==> config.mk <==
export PLATFORM = sky130hd
export DESIGN_NAME = instr_fetch_unit
export DESIGN_NICKNAME = d
export VERILOG_FILES = /design/src/rtl/instr_fetch_unit.sv
export SDC_FILE = /design/constraint.sdc
export NUM_CORES = 1
export LEC_CHECK = 0
export CAP_MARGIN = 15
export CORE_MARGIN = 1
export CORE_UTILIZATION = 52
export CTS_BUF_LIST = sky130_fd_sc_hd__clkbuf_4
export CTS_CLUSTER_DIAMETER = 200
export CTS_CLUSTER_SIZE = 30
export DETAILED_ROUTE_END_ITERATION = 16
export PLACE_DENSITY = 0.8
export SLEW_MARGIN = 5
export SYNTH_ARGS = -nofsm -noshare
export SYNTH_HDL_FRONTEND = slang
export SYNTH_SLANG_ARGS = --single-unit
export TNS_END_PERCENT = 10
==> constraint.sdc <==
create_clock -name clk -period 6.3 [get_ports clk]
set_input_delay 1.575 -clock clk [delete_from_list [all_inputs] [get_ports clk]]
set_output_delay 1.575 -clock clk [all_outputs]
set_load 0.01 [all_outputs]
==> src/rtl/instr_fetch_unit.sv <==
// RV32I instruction fetch stage: owns the fetch PC, issues word requests to imem,
// buffers returned words with their PCs and hands them to the decoder in order.
module instr_fetch_unit #(
    parameter logic [31:0] RESET_PC = 32'h0000_0000,
    parameter int          DEPTH    = 2
) (
    input  logic        clk,
    input  logic        reset,
    output logic        imem_req,
    output logic [31:0] imem_addr,
    input  logic        imem_gnt,
    input  logic        imem_rvalid,
    input  logic [31:0] imem_rdata,
    input  logic        redirect,
    input  logic [31:0] redirect_pc,
    output logic [31:0] inst,
    output logic [31:0] inst_pc,
    output logic        inst_valid,
    input  logic        inst_ready
);
    localparam int          AW       = $clog2(DEPTH);
    localparam int          CW       = AW + 1;
    localparam int          SW       = CW + 2;
    localparam logic [31:0] NOP_INST = 32'h0000_0013;

    logic [31:0]   fetch_pc_r;
    logic [CW-1:0] outstanding_r;
    logic [CW-1:0] drop_cnt_r;
    logic [CW-1:0] count_r;
    logic [31:0]   fifo_pc_r   [DEPTH];
    logic [31:0]   fifo_inst_r [DEPTH];
    logic [AW-1:0] fifo_rd_ptr_r;
    logic [AW-1:0] fifo_wr_ptr_r;
    logic [31:0]   tag_pc_r    [DEPTH];
    logic [AW-1:0] tag_rd_ptr_r;
    logic [AW-1:0] tag_wr_ptr_r;

    logic          pop_s;
    logic          gnt_fire_s;
    logic          live_rsp_s;
    logic          stale_rsp_s;
    logic          room_s;
    logic          unused_s;
    logic [SW-1:0] occupancy_s;

    // Request throttle, response classification and decoder-facing outputs.
    always_comb begin
        inst_valid  = (count_r != {CW{1'b0}});
        pop_s       = inst_valid & inst_ready;
        // A pop this cycle frees a FIFO slot, which keeps one-per-cycle streaming alive.
        occupancy_s = SW'(outstanding_r) + SW'(drop_cnt_r) + SW'(count_r) - SW'(pop_s);
        room_s      = (occupancy_s < SW'(DEPTH));
        imem_req    = reset & ~redirect & room_s;
        imem_addr   = fetch_pc_r;
        gnt_fire_s  = imem_req & imem_gnt;
        live_rsp_s  = imem_rvalid & ~redirect & (drop_cnt_r == {CW{1'b0}});
        stale_rsp_s = imem_rvalid & ~redirect & (drop_cnt_r != {CW{1'b0}});
        inst_pc     = fifo_pc_r[fifo_rd_ptr_r];
        if (inst_valid) begin
            inst = fifo_inst_r[fifo_rd_ptr_r];
        end else begin
            inst = NOP_INST;
        end
        unused_s    = ^redirect_pc[1:0];
    end

    // Fetch PC, bus accounting counters and queue pointers.
    always_ff @(posedge clk) begin
        if (!reset) begin
            fetch_pc_r    <= RESET_PC;
            outstanding_r <= {CW{1'b0}};
            drop_cnt_r    <= {CW{1'b0}};
            count_r       <= {CW{1'b0}};
            fifo_rd_ptr_r <= {AW{1'b0}};
            fifo_wr_ptr_r <= {AW{1'b0}};
            tag_rd_ptr_r  <= {AW{1'b0}};
            tag_wr_ptr_r  <= {AW{1'b0}};
        end else if (redirect) begin
            // Every request still on the bus becomes stale; its response is dropped later.
            fetch_pc_r    <= {redirect_pc[31:2], 2'b00};
            outstanding_r <= {CW{1'b0}};
            drop_cnt_r    <= drop_cnt_r + outstanding_r - CW'(imem_rvalid);
            count_r       <= {CW{1'b0}};
            fifo_rd_ptr_r <= {AW{1'b0}};
            fifo_wr_ptr_r <= {AW{1'b0}};
            tag_rd_ptr_r  <= {AW{1'b0}};
            tag_wr_ptr_r  <= {AW{1'b0}};
        end else begin
            if (gnt_fire_s) begin
                fetch_pc_r   <= fetch_pc_r + 32'd4;
                tag_wr_ptr_r <= tag_wr_ptr_r + AW'(1'b1);
            end
            if (live_rsp_s) begin
                tag_rd_ptr_r  <= tag_rd_ptr_r + AW'(1'b1);
                fifo_wr_ptr_r <= fifo_wr_ptr_r + AW'(1'b1);
            end
            if (pop_s) begin
                fifo_rd_ptr_r <= fifo_rd_ptr_r + AW'(1'b1);
            end
            if (stale_rsp_s) begin
                drop_cnt_r <= drop_cnt_r - CW'(1'b1);
            end
            outstanding_r <= outstanding_r + CW'(gnt_fire_s) - CW'(live_rsp_s);
            count_r       <= count_r + CW'(live_rsp_s) - CW'(pop_s);
        end
    end

    // PC tag queue and instruction FIFO storage.
    always_ff @(posedge clk) begin
        if (!reset) begin
            for (int i = 0; i < DEPTH; i++) begin
                fifo_pc_r[i] <= RESET_PC;
            end
        end else begin
            if (gnt_fire_s) begin
                tag_pc_r[tag_wr_ptr_r] <= fetch_pc_r;
            end
            if (live_rsp_s) begin
                fifo_pc_r[fifo_wr_ptr_r]   <= tag_pc_r[tag_rd_ptr_r];
                fifo_inst_r[fifo_wr_ptr_r] <= imem_rdata;
            end
        end
    end
endmodule
==> metrics, run 1 <==
worst-margin pin slew=0.987 ns; Total Wirelength=between 15 and 20 mm; NumNets Final=934; overall die area=approximately 19,000 µm²; width of the die=136 µm; area of placed instances=11,300 µm²; Sw Pwr=657 µW; total core area=approximately 17,000 µm²; flip-flop and latch count after synthesis=226; type of destination of the critical path=output port; top cell type's share of synthesized area=58.9%; cells traversed along the worst timing path=clkdlybuf4s50_1 > nand2_1 > xnor2_1 > ha_1 > a21o_1 > ha_1 > fa_1 > nor4_1 > clkdlybuf4s50_1; post-synthesis instance area=9380 µm²; power share of the clock group=19.6%; Pleak=3.84 nW; post-placement cell count=1,063; GR Util met3=2.20%; Worst Clk Skew=0.0509 ns; detailed placer's ending HPWL=13.6 mm; DRC violations left=0; unique cell type count in the Yosys netlist=38; H-Tree Level Count=1; Routed WL per cell=18.0 µm; first-pass GRT wire length=30.1 mm; M1 GR Usage=between 20% and 30%; Buffers & Inverters on Critical Path=2; final antenna-violating net count=0; largest net degree at the start of global routing=48; Non-Filler Instances=around 1,100; final worst path period share=96.1%; Post-Syn Area per Cell=between 10 and 15 µm²; Reg power frac=65.2%; family of cells with the greatest summed delay on the critical path=buffers and inverters; quantity of gates resized following cts=0; initial core utilization=53.7%; CTS max path bufs=3; layout cell share with drive strength beyond 1=8.29%; number of warnings issued by yosys=0; buffer count from post-CTS setup fixing=0; critical path data required time=4.72 ns; cts bufs inserted=11; CP Launch Type=input pin; switching portion of total power=between 20% and 30%; TritonCTS clock tree=built; number of I/O pins=168; clock period minus final worst setup slack=around 6.1 ns; number of cells produced by synthesis=697; number of synthesized flops with an enable pin=184; DR vias=5,923; final core area utilization=about 66%; total number of clock tree sinks=roughly 230; share of the yosys chip area belonging to registers=67.8%; total count of max-transition violations in the final report=0; number of failing hold endpoints at the final stage=0; initial antenna violation count=1; met2 usage=38.0%; Post-synth top flop=sky130_fd_sc_hd__edfxtp_1; Fin Setup TNS=0 ns; area added between synthesis and finish=22.2%; Via density=5.47; Internal Pwr Total=2.01 mW; CTS clock-pin slew for the worst setup and hold paths=between 0.2 and 0.3 ns; via count of the first global-routing pass=between 5,000 and 6,000; Max-Cap Viols=0; Critical-path top delay cell=sky130_fd_sc_hd__clkdlybuf4s50_1; worst hold margin=0.531 ns; number of rows in the core area=48; number of iterations in the first detailed-routing pass=5; delay of the slowest cell on the worst path=0.60 ns; hold-fix buffer count after cts=0; arrival time at the worst endpoint=4.48 ns; worst relative slew slack=34.2%; Achievable Freq=165 MHz; type of the worst setup path=input pin to output port; overflow left after global routing=0; count of input and output buffers=161; run status=completed; unrepaired setup endpoints after global routing=no; Clock Tree Root=sky130_fd_sc_hd__clkbuf_4; crit path max fanout=6; grt peak-use layer=met2; power per cell area=233 nW/µm²; global placement routability congestion=0.845; clock latency on the worst-skew pair=around 0.64 ns; Synth async-reset ratio=0%; total global-route track usage=between 20% and 30%; largest cells by area after synthesis=sky130_fd_sc_hd__edfxtp_1 (59%), sky130_fd_sc_hd__dfxtp_1 (9.0%), sky130_fd_sc_hd__mux2i_1 (6.8%); Yosys top cell by area=sky130_fd_sc_hd__edfxtp_1; share of power burned in combinational logic=between 10% and 20%; area of all placed cells without fillers=11,500 µm²; final setup vio count=0; worst IR drop on VDD=0.157 mV; Die Height=roughly 140 µm; worst hold-check path type=flip-flop to flip-flop; DRC violation total after the first TritonRoute iteration=between 400 and 500
## worst reg2reg max path: cells and delay by family (launching register included)
kind,cells,cell delay [ns]
adders and majority gates,3,1.17
DFF,1,0.40
and+or+nand+nor,6,1.94
AOI/OAI and AO/OA,1,0.15
xor gates and xnor gates,1,0.19
buffers and inverters,3,0.52
## layer usage
| metal | routed length [µm] | part of all wire, % |
|---|---|---|
| met1 | 7800 | 40 |
| met2 | 10200 | 52 |
| met3 | 926 | 4.8 |
| met4 | 548 | 2.8 |
| met5 | 0 | 0 |
## cell usage in the layout (no fill, tap or decap), types with 3 or more instances in the layout
cell                              synthesis  final
sky130_fd_sc_hd__nand4_1                 13     13
sky130_fd_sc_hd__nand3_1                 16     16
sky130_fd_sc_hd__mux2_2                  30     30
sky130_fd_sc_hd__clkbuf_4                 0     16
sky130_fd_sc_hd__and3_1                   3      3
sky130_fd_sc_hd__and2_1                   4      4
sky130_fd_sc_hd__ha_1                    10     10
sky130_fd_sc_hd__inv_1                   14     14
sky130_fd_sc_hd__clkdlybuf4s50_1          0    161
sky130_fd_sc_hd__buf_16                   0      3
sky130_fd_sc_hd__o21ai_1                  5      5
sky130_fd_sc_hd__nor2_1                 108    105
sky130_fd_sc_hd__nor2b_1                  3      3
sky130_fd_sc_hd__nor4_1                   5      5
sky130_fd_sc_hd__mux2i_1                 64     64
sky130_fd_sc_hd__edfxtp_1               184    184
sky130_fd_sc_hd__conb_1                   1      4
sky130_fd_sc_hd__buf_4                    4     11
sky130_fd_sc_hd__xnor2_1                 18     18
sky130_fd_sc_hd__a21oi_1                 25     25
sky130_fd_sc_hd__nand2_1                 32     32
sky130_fd_sc_hd__dfxtp_1                 42     40
sky130_fd_sc_hd__nor2_2                   0      3
sky130_fd_sc_hd__xor2_1                  22     22
sky130_fd_sc_hd__nor3_1                   8      8
sky130_fd_sc_hd__o21ai_0                 35     35
## power groups by stage
stage / clock network, mW / logic, mW / registers (mW)
2_1_floorplan: 0 / 0.216 / 1.75
3_3_place_gp: 0 / 0.385 / 1.77
3_5_place_dp: 0 / 0.404 / 1.77
4_1_cts: 0.534 / 0.406 / 1.74
5_1_grt: 0.585 / 0.440 / 1.75
6_report: 0.523 / 0.406 / 1.74
## path summary, 6_finish.rpt
| check | depth (start not counted) | to | slack, ns | startpoint |
|---|---|---|---|---|
| worst max register to register | 14 | imem_addr[17]$_SDFFE_PN0P_ | 1.90 | count_r[0]$_SDFF_PP0_ |
| worst min register to register | 2 | flip-flop | 0.53 | fifo_rd_ptr_r$_SDFFE_PP0P_ |
| worst min-delay path | 2 | flip-flop | 0.53 | fifo_rd_ptr_r$_SDFFE_PP0P_ |
| worst max-delay path | 9 | imem_req | 0.25 | inst_ready |
## flip-flops by register name (all words and copies together), names as in the netlist, named ones only
register / count
fifo_rd_ptr_r: 1
count_r: 2
imem_addr: 30
tag_wr_ptr_r: 1
fifo_pc_r: 60
drop_cnt_r: 2
tag_pc_r: 60
outstanding_r: 2
fifo_inst_r: 64
tag_rd_ptr_r: 1
fifo_wr_ptr_r: 1
## through the flow
step                power [mW]  worst slack (ns)
floorplan                 1.97              1.05
global placement          2.15             0.280
detailed placement        2.18             0.215
CTS                       2.68             0.189
global route              2.77            0.0710
finish                    2.67             0.248
## synthesized netlist by cell type, types with 16 or more instances
| cell | count |
|---|---|
| sky130_fd_sc_hd__nor2_1 | 108 |
| sky130_fd_sc_hd__nand3_1 | 16 |
| sky130_fd_sc_hd__o21ai_0 | 35 |
| sky130_fd_sc_hd__nand2_1 | 32 |
| sky130_fd_sc_hd__mux2_2 | 30 |
| sky130_fd_sc_hd__dfxtp_1 | 42 |
| sky130_fd_sc_hd__a21oi_1 | 25 |
| sky130_fd_sc_hd__xor2_1 | 22 |
| sky130_fd_sc_hd__clkbuf_1 | 27 |
| sky130_fd_sc_hd__edfxtp_1 | 184 |
| sky130_fd_sc_hd__mux2i_1 | 64 |
| sky130_fd_sc_hd__xnor2_1 | 18 |
## cells by family (layout without fill, tap and decap cells)
kind of cell / after synthesis / in the layout / share of synthesized area (%)
adder cells (fa/ha/maj): 12 / 12 / 1.76
AO/OA/AOI/OAI: 70 / 70 / 3.91
buffers and inverters: 51 / 207 / 2.28
XOR/XNOR: 40 / 40 / 3.73
other: 1 / 5 / 0.0400
multiplexers: 94 / 94 / 10.4
AND/OR/NAND/NOR: 203 / 203 / 10.0
flip-flops: 226 / 226 / 67.8
## area by class of cell
cell class,instances,area [µm²]
Fill cell,1252,6010
Clock buffer,16,120
Inverter,14,52.6
Antenna cell,1,2.50
Tap cell,225,282
Multi-Input combinational cell,423,2820
Timing Repair Buffer,176,1800
Sequential cell,226,6370
Clock inverter,1,16.3
(Power assumes the default switching activity.)
==> run 2, diff against run 1 <==
ABC_AREA = 1   (was default)
CORE_UTILIZATION = 50   (was 52)
GPL_ROUTABILITY_DRIVEN = 0   (was default)
clock period = 5.39 ns   (was 6.3 ns; I/O delays follow)
==> metrics, run 2 <==
run status=completed (unchanged); Total Wirelength=21.6 mm (was 19.5 mm); clock latency on the worst-skew pair=0.65 ns (was 0.64 ns); CP Launch Type=input pin (unchanged); DR vias=7,018 (was 5,923); number of synthesized flops with an enable pin=184 (unchanged); number of cells on the worst reg-to-reg path=15 (was 14); share of the yosys chip area belonging to registers=64.5% (was 67.8%); r2r setup slk=1.95 ns (was 1.90 ns); H-Tree Level Count=1 (unchanged); unique cell type count in the Yosys netlist=33 (was 38); arrival time at the worst endpoint=3.59 ns (was 4.48 ns); first-pass GRT wire length=33.7 mm (was 30.1 mm); largest cells by area after synthesis=sky130_fd_sc_hd__edfxtp_1 (56%), sky130_fd_sc_hd__nand2_1 (12%), sky130_fd_sc_hd__dfxtp_1 (8.5%) (was sky130_fd_sc_hd__edfxtp_1 (59%), sky130_fd_sc_hd__dfxtp_1 (9.0%), sky130_fd_sc_hd__mux2i_1 (6.8%)); number of failing hold endpoints at the final stage=0 (unchanged); final setup vio count=0 (unchanged); RR Startpoint=outstanding_r[1]$_SDFF_PP0_ (was count_r[0]$_SDFF_PP0_); Worst Clk Skew=0.0361 ns (was 0.0509 ns); top cell type's share of synthesized area=55.9% (was 58.9%); flip-flop count of the largest register, all copies and words added=64 (unchanged); total core area=19,400 µm² (was 17,500 µm²); leading cell type in the layout, fill and taps excluded=sky130_fd_sc_hd__nand2_1 (was sky130_fd_sc_hd__edfxtp_1); count of input and output buffers=161 (unchanged); Synth async-reset ratio=0% (unchanged); Via density=5.00 (was 5.47); Achievable Freq=202 MHz; Yosys top cell by area=sky130_fd_sc_hd__edfxtp_1 (unchanged); number of I/O pins=168 (unchanged); Routed WL per cell=15.4 µm (was 18.0 µm); number of cells produced by synthesis=983 (was 697); total count of max-transition violations in the final report=0 (unchanged); final core area utilization=61.3% (was 65.6%); CTS clock-pin slew for the worst setup and hold paths=0.28 ns (was 0.27 ns); worst IR drop on VDD=0.144 mV (was 0.157 mV); CP startpoint=inst_ready (unchanged); power per cell area=255 nW/µm² (was 233 nW/µm²); overall die area=20,300 µm² (was 18,600 µm²); DRC violation total after the first TritonRoute iteration=583 (was 456); area of placed instances=11,700 µm² (was 11,300 µm²); total global-route track usage=21.4% (was 21.3%); Max-Cap Viols=0 (unchanged); initial core utilization=50.9% (was 53.7%); share of power burned in combinational logic=13.5% (was 15.2%); top library cells by usage in the layout, fill and taps aside=sky130_fd_sc_hd__nand2_1 (309), sky130_fd_sc_hd__edfxtp_1 (184), sky130_fd_sc_hd__clkdlybuf4s50_1 (160) (was sky130_fd_sc_hd__edfxtp_1 (184), sky130_fd_sc_hd__clkdlybuf4s50_1 (161), sky130_fd_sc_hd__nor2_1 (105)); Reg power frac=66.0% (was 65.2%); Internal Pwr Total=2.30 mW (was 2.01 mW); worst hold-check path type=flip-flop to flip-flop (unchanged); cts bufs inserted=11 (unchanged); CTS max path bufs=3 (unchanged); critical path data required time=4.04 ns (was 4.72 ns); count leader, synth=sky130_fd_sc_hd__nand2_1 (was sky130_fd_sc_hd__edfxtp_1); final worst path period share=91.6%; RR Endpoint=outstanding_r[1]$_SDFF_PP0_ (was imem_addr[17]$_SDFFE_PN0P_); number of rows in the core area=51 (was 48); buffer count from post-CTS setup fixing=0 (unchanged); Die Height=143 µm (was 136 µm); worst hold margin=0.494 ns (was 0.531 ns); cells traversed along the worst timing path=clkdlybuf4s50_1 > nand2_1 > xor2_1 > ha_1 > a21o_1 > ha_1 > fa_1 > inv_1 > nand2_1 > nor2_4 > nand2_1 > inv_1 > dlymetal6s2s_1 (was clkdlybuf4s50_1 > nand2_1 > xnor2_1 > ha_1 > a21o_1 > ha_1 > fa_1 > nor4_1 > clkdlybuf4s50_1); NumNets Final=1,215 (was 934); post-synthesis instance area=9880 µm² (was 9380 µm²); Pleak=4.47 nW (was 3.84 nW); flip-flop and latch count after synthesis=226 (unchanged); initial antenna violation count=2 (was 1); worst-margin pin slew=1.00 ns (was 0.987 ns); type of destination of the critical path=output port (unchanged); largest net degree at the start of global routing=63 (was 48); Non-Filler Instances=1,404 (was 1,082); Fin Setup TNS=0 ns (unchanged); final antenna-violating net count=0 (unchanged); via count of the first global-routing pass=6,510 (was 5,932); switching portion of total power=24.5% (was 24.6%); area added between synthesis and finish=20.4% (was 22.2%); delay of the slowest cell on the worst path=0.45 ns (was 0.60 ns); area of all placed cells without fillers=11,900 µm² (was 11,500 µm²); worst relative slew slack=33.1% (was 34.2%); overflow left after global routing=0 (unchanged); clock period minus final worst setup slack=4.94 ns; crit path max fanout=3 (was 6); TritonCTS clock tree=built (unchanged); quantity of gates resized following cts=0 (unchanged); total number of clock tree sinks=226 (unchanged); family of cells with the greatest summed delay on the critical path=adder cells (was buffers and inverters); post-placement cell count=1,385 (was 1,063); Top reg by flops=fifo_inst_r (unchanged); power share of the clock group=20.4% (was 19.6%); Clock Tree Root=sky130_fd_sc_hd__clkbuf_4 (unchanged); layout cell share with drive strength beyond 1=4.75% (was 8.29%); hold-fix buffer count after cts=0 (unchanged); unrepaired setup endpoints after global routing=no (unchanged); dominant cell type by count on the critical path=sky130_fd_sc_hd__nand2_1; hold-critical path depth=2 (unchanged); Post-synth top flop=sky130_fd_sc_hd__edfxtp_1 (unchanged); Buffers & Inverters on Critical Path=4 (was 2); Post-Syn Area per Cell=10.0 µm² (was 13.5 µm²); registers with the highest flip-flop counts=fifo_inst_r (64), fifo_pc_r (60), tag_pc_r (60) (unchanged); Critical-path top delay cell=sky130_fd_sc_hd__clkdlybuf4s50_1 (unchanged); number of fill cells in the layout=1,604 (was 1,252); number of iterations in the first detailed-routing pass=5 (unchanged); leading post-synthesis cells by instance count=sky130_fd_sc_hd__nand2_1 (309), sky130_fd_sc_hd__edfxtp_1 (184), sky130_fd_sc_hd__nor2_1 (114) (was sky130_fd_sc_hd__edfxtp_1 (184), sky130_fd_sc_hd__nor2_1 (108), sky130_fd_sc_hd__mux2i_1 (64)); type of the worst setup path=input pin to output port (unchanged); number of warnings issued by yosys=0 (unchanged); Sw Pwr=743 µW (was 657 µW); width of the die=143 µm (was 136 µm); detailed placer's ending HPWL=14.9 mm (was 13.6 mm); DRC violations left=0 (unchanged); hold path start=fifo_rd_ptr_r$_SDFFE_PP0P_ (unchanged)
==> run 2: tightest hold or removal path: cells and delay by family (launching register included) <==
kind	cells	cell delay (ns)
AOI/OAI and AO/OA	1	0.06
buffers and inverters	1	0.07
DFF	1	0.36
==> run 2: power groups by stage <==
stage | clock [mW] | combinational (mW) | sequential, mW
3_3_place_gp | 0 | 0.403 | 2.04
5_1_grt | 0.690 | 0.452 | 2.02
4_1_cts | 0.633 | 0.414 | 2.01
3_5_place_dp | 0 | 0.413 | 2.04
2_1_floorplan | 0 | 0.213 | 2.04
6_report | 0.620 | 0.411 | 2.01
==> run 2: cell families after synthesis <==
group	Yosys count	synth area share, %
AO/OA/AOI/OAI	87	4.56
XOR/XNOR	12	1.06
adder cells (fa/ha/maj)	12	1.67
buffers and inverters	126	5.45
flip-flops	226	64.5
multiplexers	30	3.04
other	1	0.0380
AND/OR/NAND/NOR	489	19.7
==> run 2: metrics by stage <==
stage | setup slack, ns | power (mW)
after floorplan | 0.402 | 2.25
after global placement | 0.0901 | 2.44
after detailed placement | 0.0682 | 2.46
after CTS | 0.0598 | 3.05
after global routing | 0.330 | 3.16
final | 0.451 | 3.04
==> run 2: area by class of cell <==
type	count	area [µm²]	share of cell area [%]
sequential	226	6370	53.5
multi-input combinational	634	3000	25.3
timing repair buffer	177	1730	14.6
tap	265	332	2.79
inverter	83	313	2.63
clock buffer	16	120	1.01
clock inverter	1	16.3	0.137
antenna	2	5.00	0.0421
==> run 2: per-layer routing <==
layer | GRT usage (%) | vias up | share of wire [%]
met5 | 0 | - | 0
met4 | 6.56 | 0 | 2.6
met3 | 2.86 | 38 | 5.4
met2 | 37.3 | 199 | 50
met1 | 27.9 | 3270 | 42
li1 | - | 3511 | -
==> run 2: how the worst max path moves through the flow <==
stage / to / slack [ns] / cells past startpoint
global placement: imem_req / 0.09 / 13
CTS: imem_req / 0.06 / 13
detailed placement: imem_req / 0.07 / 13
floorplan: tag_pc_r[0][10]$_DFFE_PP_ / 0.40 / 13
global route: imem_req / 0.33 / 13
finish: imem_req / 0.45 / 13
